### src/rtl/multicycle_sequencer.sv
// Multicycle CPU control sequencer: FETCH/DECODE/EXECUTE/MEMORY/WRITEBACK/HALT FSM
// with a memory wait timeout, a sticky error flag and a retired-instruction counter.
module multicycle_sequencer #(
  parameter int unsigned COUNT_WIDTH = 16,
  parameter int unsigned MEM_TIMEOUT = 15
) (
  input  logic                   clock,
  input  logic                   reset_n,
  input  logic [2:0]             instr_class,
  input  logic                   mem_ready,
  input  logic                   branch_taken,
  output logic                   mem_read,
  output logic                   mem_write,
  output logic                   ir_write,
  output logic                   pc_write,
  output logic [1:0]             pc_src,
  output logic                   operand_write,
  output logic                   alu_out_write,
  output logic                   mdr_write,
  output logic                   reg_write,
  output logic                   wb_src,
  output logic [2:0]             state,
  output logic                   halted,
  output logic                   error,
  output logic [COUNT_WIDTH-1:0] retired
);

  typedef enum logic [2:0] {
    StFetch     = 3'd0,
    StDecode    = 3'd1,
    StExecute   = 3'd2,
    StMemory    = 3'd3,
    StWriteback = 3'd4,
    StHalt      = 3'd5
  } state_e;

  localparam logic [2:0] ClsAlu    = 3'd0;
  localparam logic [2:0] ClsLoad   = 3'd1;
  localparam logic [2:0] ClsStore  = 3'd2;
  localparam logic [2:0] ClsBranch = 3'd3;
  localparam logic [2:0] ClsJump   = 3'd4;
  localparam logic [2:0] ClsHalt   = 3'd5;

  localparam int unsigned   WaitW    = $clog2(MEM_TIMEOUT + 1);
  localparam logic [WaitW-1:0] WaitLast = WaitW'(MEM_TIMEOUT - 1);

  state_e                 state_q, state_d;
  logic [2:0]             class_q, class_d;
  logic                   error_q, error_d;
  logic [WaitW-1:0]       wait_q, wait_d;
  logic [COUNT_WIDTH-1:0] retired_q, retired_d;
  logic                   retire;
  logic                   wait_hit;

  // This cycle would be the MEM_TIMEOUT-th consecutive wait without mem_ready.
  assign wait_hit = !mem_ready && (wait_q == WaitLast);

  always_comb begin
    state_d       = state_q;
    class_d       = class_q;
    error_d       = error_q;
    retire        = 1'b0;
    mem_read      = 1'b0;
    mem_write     = 1'b0;
    ir_write      = 1'b0;
    pc_write      = 1'b0;
    pc_src        = 2'd0;
    operand_write = 1'b0;
    alu_out_write = 1'b0;
    mdr_write     = 1'b0;
    reg_write     = 1'b0;
    wb_src        = 1'b0;
    halted        = 1'b0;

    unique case (state_q)
      StFetch: begin
        mem_read = 1'b1;
        if (mem_ready) begin
          ir_write = 1'b1;
          pc_write = 1'b1;
          state_d  = StDecode;
        end else if (wait_hit) begin
          error_d = 1'b1;
          state_d = StHalt;
        end
      end
      StDecode: begin
        class_d       = instr_class;
        operand_write = 1'b1;
        case (instr_class)
          ClsAlu, ClsLoad, ClsStore, ClsBranch: state_d = StExecute;
          ClsJump: begin
            pc_write = 1'b1;
            pc_src   = 2'd2;
            retire   = 1'b1;
            state_d  = StFetch;
          end
          ClsHalt: state_d = StHalt;
          default: begin
            error_d = 1'b1;
            state_d = StHalt;
          end
        endcase
      end
      StExecute: begin
        alu_out_write = 1'b1;
        case (class_q)
          ClsAlu:           state_d = StWriteback;
          ClsLoad, ClsStore: state_d = StMemory;
          ClsBranch: begin
            pc_write = branch_taken;
            pc_src   = 2'd1;
            retire   = 1'b1;
            state_d  = StFetch;
          end
          default:          state_d = StFetch;
        endcase
      end
      StMemory: begin
        if (class_q == ClsStore) begin
          mem_write = 1'b1;
          if (mem_ready) begin
            retire  = 1'b1;
            state_d = StFetch;
          end
        end else begin
          mem_read = 1'b1;
          if (mem_ready) begin
            mdr_write = 1'b1;
            state_d   = StWriteback;
          end
        end
        if (wait_hit) begin
          error_d = 1'b1;
          state_d = StHalt;
        end
      end
      StWriteback: begin
        reg_write = 1'b1;
        wb_src    = (class_q == ClsLoad);
        retire    = 1'b1;
        state_d   = StFetch;
      end
      StHalt:  halted = 1'b1;
      default: state_d = StFetch;
    endcase

    // Strobes are held low for the whole reset cycle, even mid-access.
    if (!reset_n) begin
      mem_read      = 1'b0;
      mem_write     = 1'b0;
      ir_write      = 1'b0;
      pc_write      = 1'b0;
      pc_src        = 2'd0;
      operand_write = 1'b0;
      alu_out_write = 1'b0;
      mdr_write     = 1'b0;
      reg_write     = 1'b0;
      wb_src        = 1'b0;
      halted        = 1'b0;
    end
  end

  always_comb begin
    wait_d    = wait_q;
    retired_d = retire ? retired_q + COUNT_WIDTH'(1) : retired_q;
    if (state_d != state_q) begin
      wait_d = '0;
    end else if ((state_q == StFetch || state_q == StMemory) && !mem_ready) begin
      wait_d = wait_q + WaitW'(1);
    end
  end

  always_ff @(posedge clock) begin
    if (!reset_n) begin
      state_q   <= StFetch;
      class_q   <= 3'd0;
      error_q   <= 1'b0;
      wait_q    <= '0;
      retired_q <= '0;
    end else begin
      state_q   <= state_d;
      class_q   <= class_d;
      error_q   <= error_d;
      wait_q    <= wait_d;
      retired_q <= retired_d;
    end
  end

  assign state   = state_q;
  assign error   = error_q;
  assign retired = retired_q;

endmodule

### config.mk
export PLATFORM = sky130hd
export DESIGN_NAME = multicycle_sequencer
export DESIGN_NICKNAME = d
export VERILOG_FILES = /design/src/rtl/multicycle_sequencer.sv
export SDC_FILE = /design/constraint.sdc
export NUM_CORES = 1
export LEC_CHECK = 0
export ABC_AREA = 1
export CORE_UTILIZATION = 30
export DETAILED_ROUTE_END_ITERATION = 8
export GPL_TIMING_DRIVEN = 0
export HOLD_SLACK_MARGIN = 0.12
export PLACE_DENSITY = 0.58
export SYNTH_ARGS = -nofsm -noshare
export SYNTH_HDL_FRONTEND = slang
export SYNTH_SLANG_ARGS = --single-unit
### constraint.sdc
create_clock -name clock -period 1.37 [get_ports clock]
set_input_delay 0.137 -clock clock [delete_from_list [all_inputs] [get_ports clock]]
set_output_delay 0.137 -clock clock [all_outputs]
set_load 0.01 [all_outputs]
==> results of run 1 <==
[metrics by stage]
stage | cells | instance area, sq um | power [W] | setup TNS (ns)
5_1_grt | 399 | 2660 | 0.00205 | -4.18
3_5_place_dp | 374 | 2130 | 0.00127 | -13.85
4_1_cts | 398 | 2520 | 0.00194 | -1.21
3_3_place_gp | 374 | 2130 | 0.00127 | -14.00
2_1_floorplan | 266 | 1660 | 0.00112 | 0
6_report | 399 | 2660 | 0.00195 | -1.90
[worst max-delay path, stage by stage (launching register included)]
cell	delay, ns
dfxtp_4	0.39
inv_4	0.07
nand2_2	0.06
nor2_4	0.10
inv_2	0.06
nor2_4	0.09
a21oi_1	0.07
a21oi_1	0.14
buf_2	0.14
[area by class of cell]
class                   count  area, sq um  area share, %
plain buffers               5         40.0           1.51
clock buffers               3         41.3           1.55
clock inverters             1         7.51          0.282
inverters                  35          141           5.32
multi-input cells         199         1220           45.9
flip-flops and latches     27          596           22.4
well taps                  70         87.6           3.29
repair buffers             59          526           19.8
[cells in the mapped netlist, drive strengths merged]
library cell,count
nand4,1
o2111ai,1
xnor2,4
clkbuf,2
a21oi,24
nor3,15
nand3,27
and3,1
o21ai,9
buf,3
xor2,4
nor4,1
nor2,40
nand2,69
dfxtp,27
ha,3
inv,35
[cell families after synthesis]
logic type,share of synthesized area [%]
fa+ha+maj,2.27
buf+inv,10.1
xor+xnor,4.24
simple gates,40.2
compound gates,10.5
flops,32.7
[how the worst max path moves through the flow]
| stage | startpoint | endpoint | slack (ns) | cells past startpoint |
|---|---|---|---|---|
| floorplan | state[2]$_SDFF_PN0_ | retired[1]$_SDFFE_PN0P_ | 0.005 | 6 |
| global placement | reset_n | mdr_write | -0.74 | 5 |
| detailed placement | reset_n | mem_write | -0.75 | 5 |
| CTS | state[1]$_SDFF_PN0_ | pc_write | -0.17 | 6 |
| global route | state[0]$_SDFF_PN0_ | pc_write | -0.26 | 8 |
| finish | state[0]$_SDFF_PN0_ | pc_write | -0.18 | 8 |
[layer usage]
layer / global-route usage [%] / routed length (microns) / vias up
li1: - / - / 993
met1: 20.1 / 2210 / 900
met2: 33.2 / 2550 / 49
met3: 2.87 / 210 / 10
met4: 6.35 / 94 / 0
met5: 0 / 0 / -
[timing repair]
action	4_1_cts	5_1_grt
buffers inserted	18	1
pin swaps	16	9
gates resized for setup	134	44
endpoints found under the setup margin	50	44
gates cloned	2	0
[state kept, by name, indices dropped and copies added, names as in the netlist]
signal   cells
class_q      3
error        1
retired     16
state        3
wait_q       4
[power groups by stage]
stage | Clock [W] | Combinational (W) | Sequential (W)
floorplan | 0 | 0.000241 | 0.000875
global placement | 0 | 0.000394 | 0.000878
detailed placement | 0 | 0.000396 | 0.000877
CTS | 0.000502 | 0.000574 | 0.000860
global route | 0.000529 | 0.000666 | 0.000855
finish | 0.000486 | 0.000617 | 0.000849
==> impl_metrics.py, run 1 <==
metrics = {
    "detailed_routing": {
        "dr.pass1.iters": 4,
        "ant_nets": 0,
        "wire_per_inst_microns": 12.7,
        "first_iter_violations": 76,
        "drt-vias-per-instance": 4.89,
        "drc": 0,
        "drt_wl_total_microns": 5070,
        "dr_total_vias": 1952,
    },
    "finish": {
        "layout_common_cells": "nand2_1 (53), nor2_1 (29), inv_1 (26)",
        "drive_gt1_share_pct": 38.9,
        "nets": 340,
        "syn_to_final_growth_pct": 61.0,
        "finalCoreUtilization_pct": 51.1,
        "n_antenna_cell": 0,
        "num-fill-cells": 525,
        "layout_commonest_cell": "nand2_1",
    },
    "yosys": {
        "syn_area_per_cell_sq_um": 6.21,
        "synth_warnings": 0,
        "yosysSeqAreaShare_pct": 32.7,
        "syn_inst": 266,
        "syn_area_sq_um": 1650,
        "syn-num-nets": 276,
        "synthTopCellsByArea": "dfxtp_1 (33%), nand2_1 (15%), nor2_1 (8.6%)",
        "yosys.area.top_type": "dfxtp_1",
        "synth_top_area_share_pct": 32.7,
        "synth_cell_type_count": 25,
        "yosys_register_bits": 27,
    },
    "setup_path": {
        "required_ns": 1.23,
        "rrSetupSlack_ns": -0.12,
        "r2r_end": "wait_q[1]$_SDFFE_PP0P_",
        "worstPathMaxFanout": 4,
        "path_class": "flop to primary output",
        "worst-endpoint-arrival_ns": 1.41,
        "startpoint_type": "flop",
        "r2r_cells": 10,
        "endpoint_kind": "primary output",
        "timing.rr.start": "state[1]$_SDFF_PN0_",
    },
    "sta": {
        "fin_crit_sh_pct": 113,
        "tightestPinTransition_ns": 0.429,
        "rsz0062_at_grt": "yes",
        "fmax_mhz": 646,
        "layout_setup_ws_ns": -0.178,
        "final-setup-viol-count": 28,
        "min_period_ns": 1.55,
        "fin_worst_skew_ns": 0.00146,
        "report.final.slew_viol_count": 0,
        "max_slew_margin_pct": 71.1,
        "whs_ns": 0.363,
        "hold_viol": 0,
    },
    "clocking": {
        "cts.sinks": 27,
        "cts_tree": "done",
        "cts.path.max_buffers": 2,
        "numCtsBuffers": 3,
        "clk_root_buffer_cell": "clkbuf_8",
        "insertion_delay_ns": 0.28,
        "hold_buffers": 0,
        "htreeDepth": 1,
        "clk_pin_slew_ns": 0.10,
    },
    "run_status": {
        "status": "complete, but fails checks",
        "violations": "negative setup slack",
    },
    "placement": {
        "io_buffers": 38,
        "dp_hpwl_microns": 3310,
        "dp_slack_ns": -0.747,
        "gp_congestion": 0.897,
    },
    "power": {
        "ir_drop_v": 0.000494,
        "swShare_pct": 34.9,
        "intPower_w": 0.00127,
        "p_comb_share_pct": 31.6,
        "pwr-share-seq_pct": 43.5,
        "p_leak_nw": 1.19,
        "powerDensity_nw_per_um2": 734,
        "switchingPower_w": 0.000681,
        "pwr-share-clk_pct": 24.9,
    },
    "worst_hold_path": {
        "hold_end": "retired[0]$_SDFFE_PN0P_",
        "hp-start": "reset_n",
        "holdPathStages": 3,
        "min_path_type": "primary input to flop",
    },
    "global_route": {
        "grt_pass1_vias": 1892,
        "grt_max_degree": 17,
        "grt_pass1_wl_microns": 8480,
        "overflow": 0,
        "antenna_found_initial": 0,
        "track_usage_pct": 17.7,
    },
    "die": {
        "coreArea_sq_um": 5200,
        "num_rows": 26,
        "ioPinCount": 39,
        "dieArea_sq_um": 5810,
        "die_y_microns": 76.2,
        "dieWidth_microns": 76.2,
        "start_util_pct": 31.7,
    },
    "run": {
        "cap_viol_max_count": 0,
    },
}
(Power assumes the default switching activity.)
==> run 2: changes to the inputs <==
DONT_BUFFER_PORTS = 1   (was not set)
PLACE_DENSITY = 0.48   (was 0.58)
==> run 2 against run 1 <==
  * The run still ends with negative setup slack left
  * Register-to-register slack about the same
  * Critical path depth fell by 3
  * Non-clock buffer count fell by 49
  * Via count fell by 14%
  * Clock skew up 0.010 ns
==> impl_metrics.py, run 2 (synthesis results as in run 1) <==
metrics = {
    "die": {
        "coreArea_sq_um": 5200,
        "start_util_pct": 31.7,
        "ioPinCount": 39,
        "dieWidth_microns": 76.2,
        "dieArea_sq_um": 5810,
        "num_rows": 26,
        "die_y_microns": 76.2,
    },
    "detailed_routing": {
        "wire_per_inst_microns": 13.8,
        "drt_wl_total_microns": 4820,
        "ant_nets": 0,
        "drt-vias-per-instance": 4.77,
        "dr_total_vias": 1669,
        "drc": 0,
        "first_iter_violations": 58,
        "dr.pass1.iters": 4,
    },
    "setup_path": {
        "endpoint_kind": "primary output",
        "path_class": "flop to primary output",
        "worst-endpoint-arrival_ns": 1.37,
        "required_ns": 1.23,
        "startpoint_type": "flop",
        "rrSetupSlack_ns": -0.12,
        "timing.rr.start": "state[0]$_SDFF_PN0_",
        "r2r_cells": 10,
        "worstPathMaxFanout": 8,
        "r2r_end": "retired[6]$_SDFFE_PN0P_",
    },
    "clocking": {
        "cts.path.max_buffers": 2,
        "insertion_delay_ns": 0.28,
        "clk_pin_slew_ns": 0.09,
        "clk_root_buffer_cell": "clkbuf_8",
        "numCtsBuffers": 3,
        "htreeDepth": 1,
        "cts.sinks": 27,
        "cts_tree": "done",
    },
    "sta": {
        "final-setup-viol-count": 27,
        "hold_viol": 0,
        "layout_setup_ws_ns": -0.134,
        "max_slew_margin_pct": 49.3,
        "fin_crit_sh_pct": 110,
        "report.final.slew_viol_count": 0,
        "tightestPinTransition_ns": 0.760,
        "fin_worst_skew_ns": 0.0119,
        "rsz0062_at_grt": "yes",
        "fmax_mhz": 665,
        "min_period_ns": 1.50,
    },
    "run_status": {
        "violations": "negative setup slack",
        "status": "complete, but fails checks",
    },
    "worst_hold_path": {
        "min_path_type": "primary input to flop",
        "hp-start": "mem_ready",
        "holdPathStages": 3,
        "hold_end": "error$_SDFFE_PN0P_",
    },
    "global_route": {
        "grt_pass1_wl_microns": 7850,
        "grt_pass1_vias": 1623,
        "antenna_found_initial": 0,
        "overflow": 0,
        "grt_max_degree": 15,
        "track_usage_pct": 16.8,
    },
    "placement": {
        "io_buffers": 0,
        "dpl_cell_area_sq_um": 1750,
        "dp_hpwl_microns": 3420,
        "gp_congestion": 0.890,
    },
    "power": {
        "powerDensity_nw_per_um2": 837,
        "power.total_w": 0.00178,
        "p_leak_nw": 0.771,
        "ir_drop_v": 0.000533,
    },
    "finish": {
        "finalCoreUtilization_pct": 40.9,
        "layout_common_cells": "nand2_1 (59), nor2_1 (29), inv_1 (27)",
        "largest_reg_flops": 16,
        "layout_commonest_cell": "nand2_1",
        "n_antenna_cell": 0,
        "nets": 291,
        "drive_gt1_share_pct": 28.6,
        "num-fill-cells": 564,
        "multi_input_area_sq_um": 1160,
        "seqCellArea_sq_um": 574,
        "syn_to_final_growth_pct": 28.9,
        "design_area_sq_um": 2130,
    },
    "run": {
        "cap_viol_max_count": 0,
    },
}
## run 2: report_power, final
group / total, W / internal (W) / switching [W]
combinational: 0.000432 / 0.000149 / 0.000282
clock: 0.000469 / 0.000209 / 0.000260
sequential: 0.000883 / 0.000815 / 0.0000686
total: 0.00178 / 0.00117 / 0.000611
## run 2: worst max-delay path by stage
stage | from | endpoint | slack, ns | cells past startpoint
2_1_floorplan | state[2]$_SDFF_PN0_ | retired[1]$_SDFFE_PN0P_ | 0.005 | 6
3_3_place_gp | state[2]$_SDFF_PN0_ | retired[7]$_SDFFE_PN0P_ | -0.27 | 8
3_5_place_dp | state[2]$_SDFF_PN0_ | retired[7]$_SDFFE_PN0P_ | -0.31 | 8
4_1_cts | state[0]$_SDFF_PN0_ | pc_write | -0.17 | 7
5_1_grt | state[0]$_SDFF_PN0_ | pc_write | -0.22 | 7
6_report | state[1]$_SDFF_PN0_ | pc_write | -0.13 | 5
## run 2: worst max-delay path, cell delays in order, from the launching register on
cell     delay [ns]
dfxtp_4        0.40
nor2_4         0.16
nand2_1        0.15
inv_2          0.11
nand2_4        0.08
a21oi_2        0.20
## run 2: per-stage QoR
| step | cells | setup WS, ns | hold slack [ns] | TNS (ns) |
|---|---|---|---|---|
| 4_1_cts | 345 | -0.167 | 0.146 | -3.16 |
| 3_3_place_gp | 336 | -0.268 | 0.257 | -4.77 |
| 2_1_floorplan | 266 | 0.00475 | 0.240 | 0 |
| 5_1_grt | 350 | -0.223 | 0.142 | -4.52 |
| 3_5_place_dp | 336 | -0.312 | 0.260 | -5.68 |
| 6_report | 350 | -0.134 | 0.136 | -2.29 |
## run 2: timing repair
action,CTS,global route
setup endpoints to repair,33,32
hold buffers,3,0
setup buffers,2,5
gates cloned,0,0
gates resized for setup,33,47
endpoints found under the hold margin,5,0
pin swaps,5,7
## run 2: cell type report
cell class,instances,area share [%]
multi-input combinational,199,54.7
sequential,27,27.0
inverter,35,6.40
tap,70,4.11
timing repair buffer,10,3.88
clock buffer,4,2.12
buffer,5,1.82
## run 2: routing by layer
layer	part of all wire, %	vias to the layer above	GRT usage, %
met5	0	-	0
met4	1.0	0	4.62
met3	4.9	4	4.91
met2	50	31	30.5
met1	44	755	19.1
li1	-	879	-
==> run 3: changes to the inputs <==
SLEW_MARGIN = 20   (was not set)
==> results of run 3 <==
No change in the layout: final DEF, timing and power equal those of run 2.
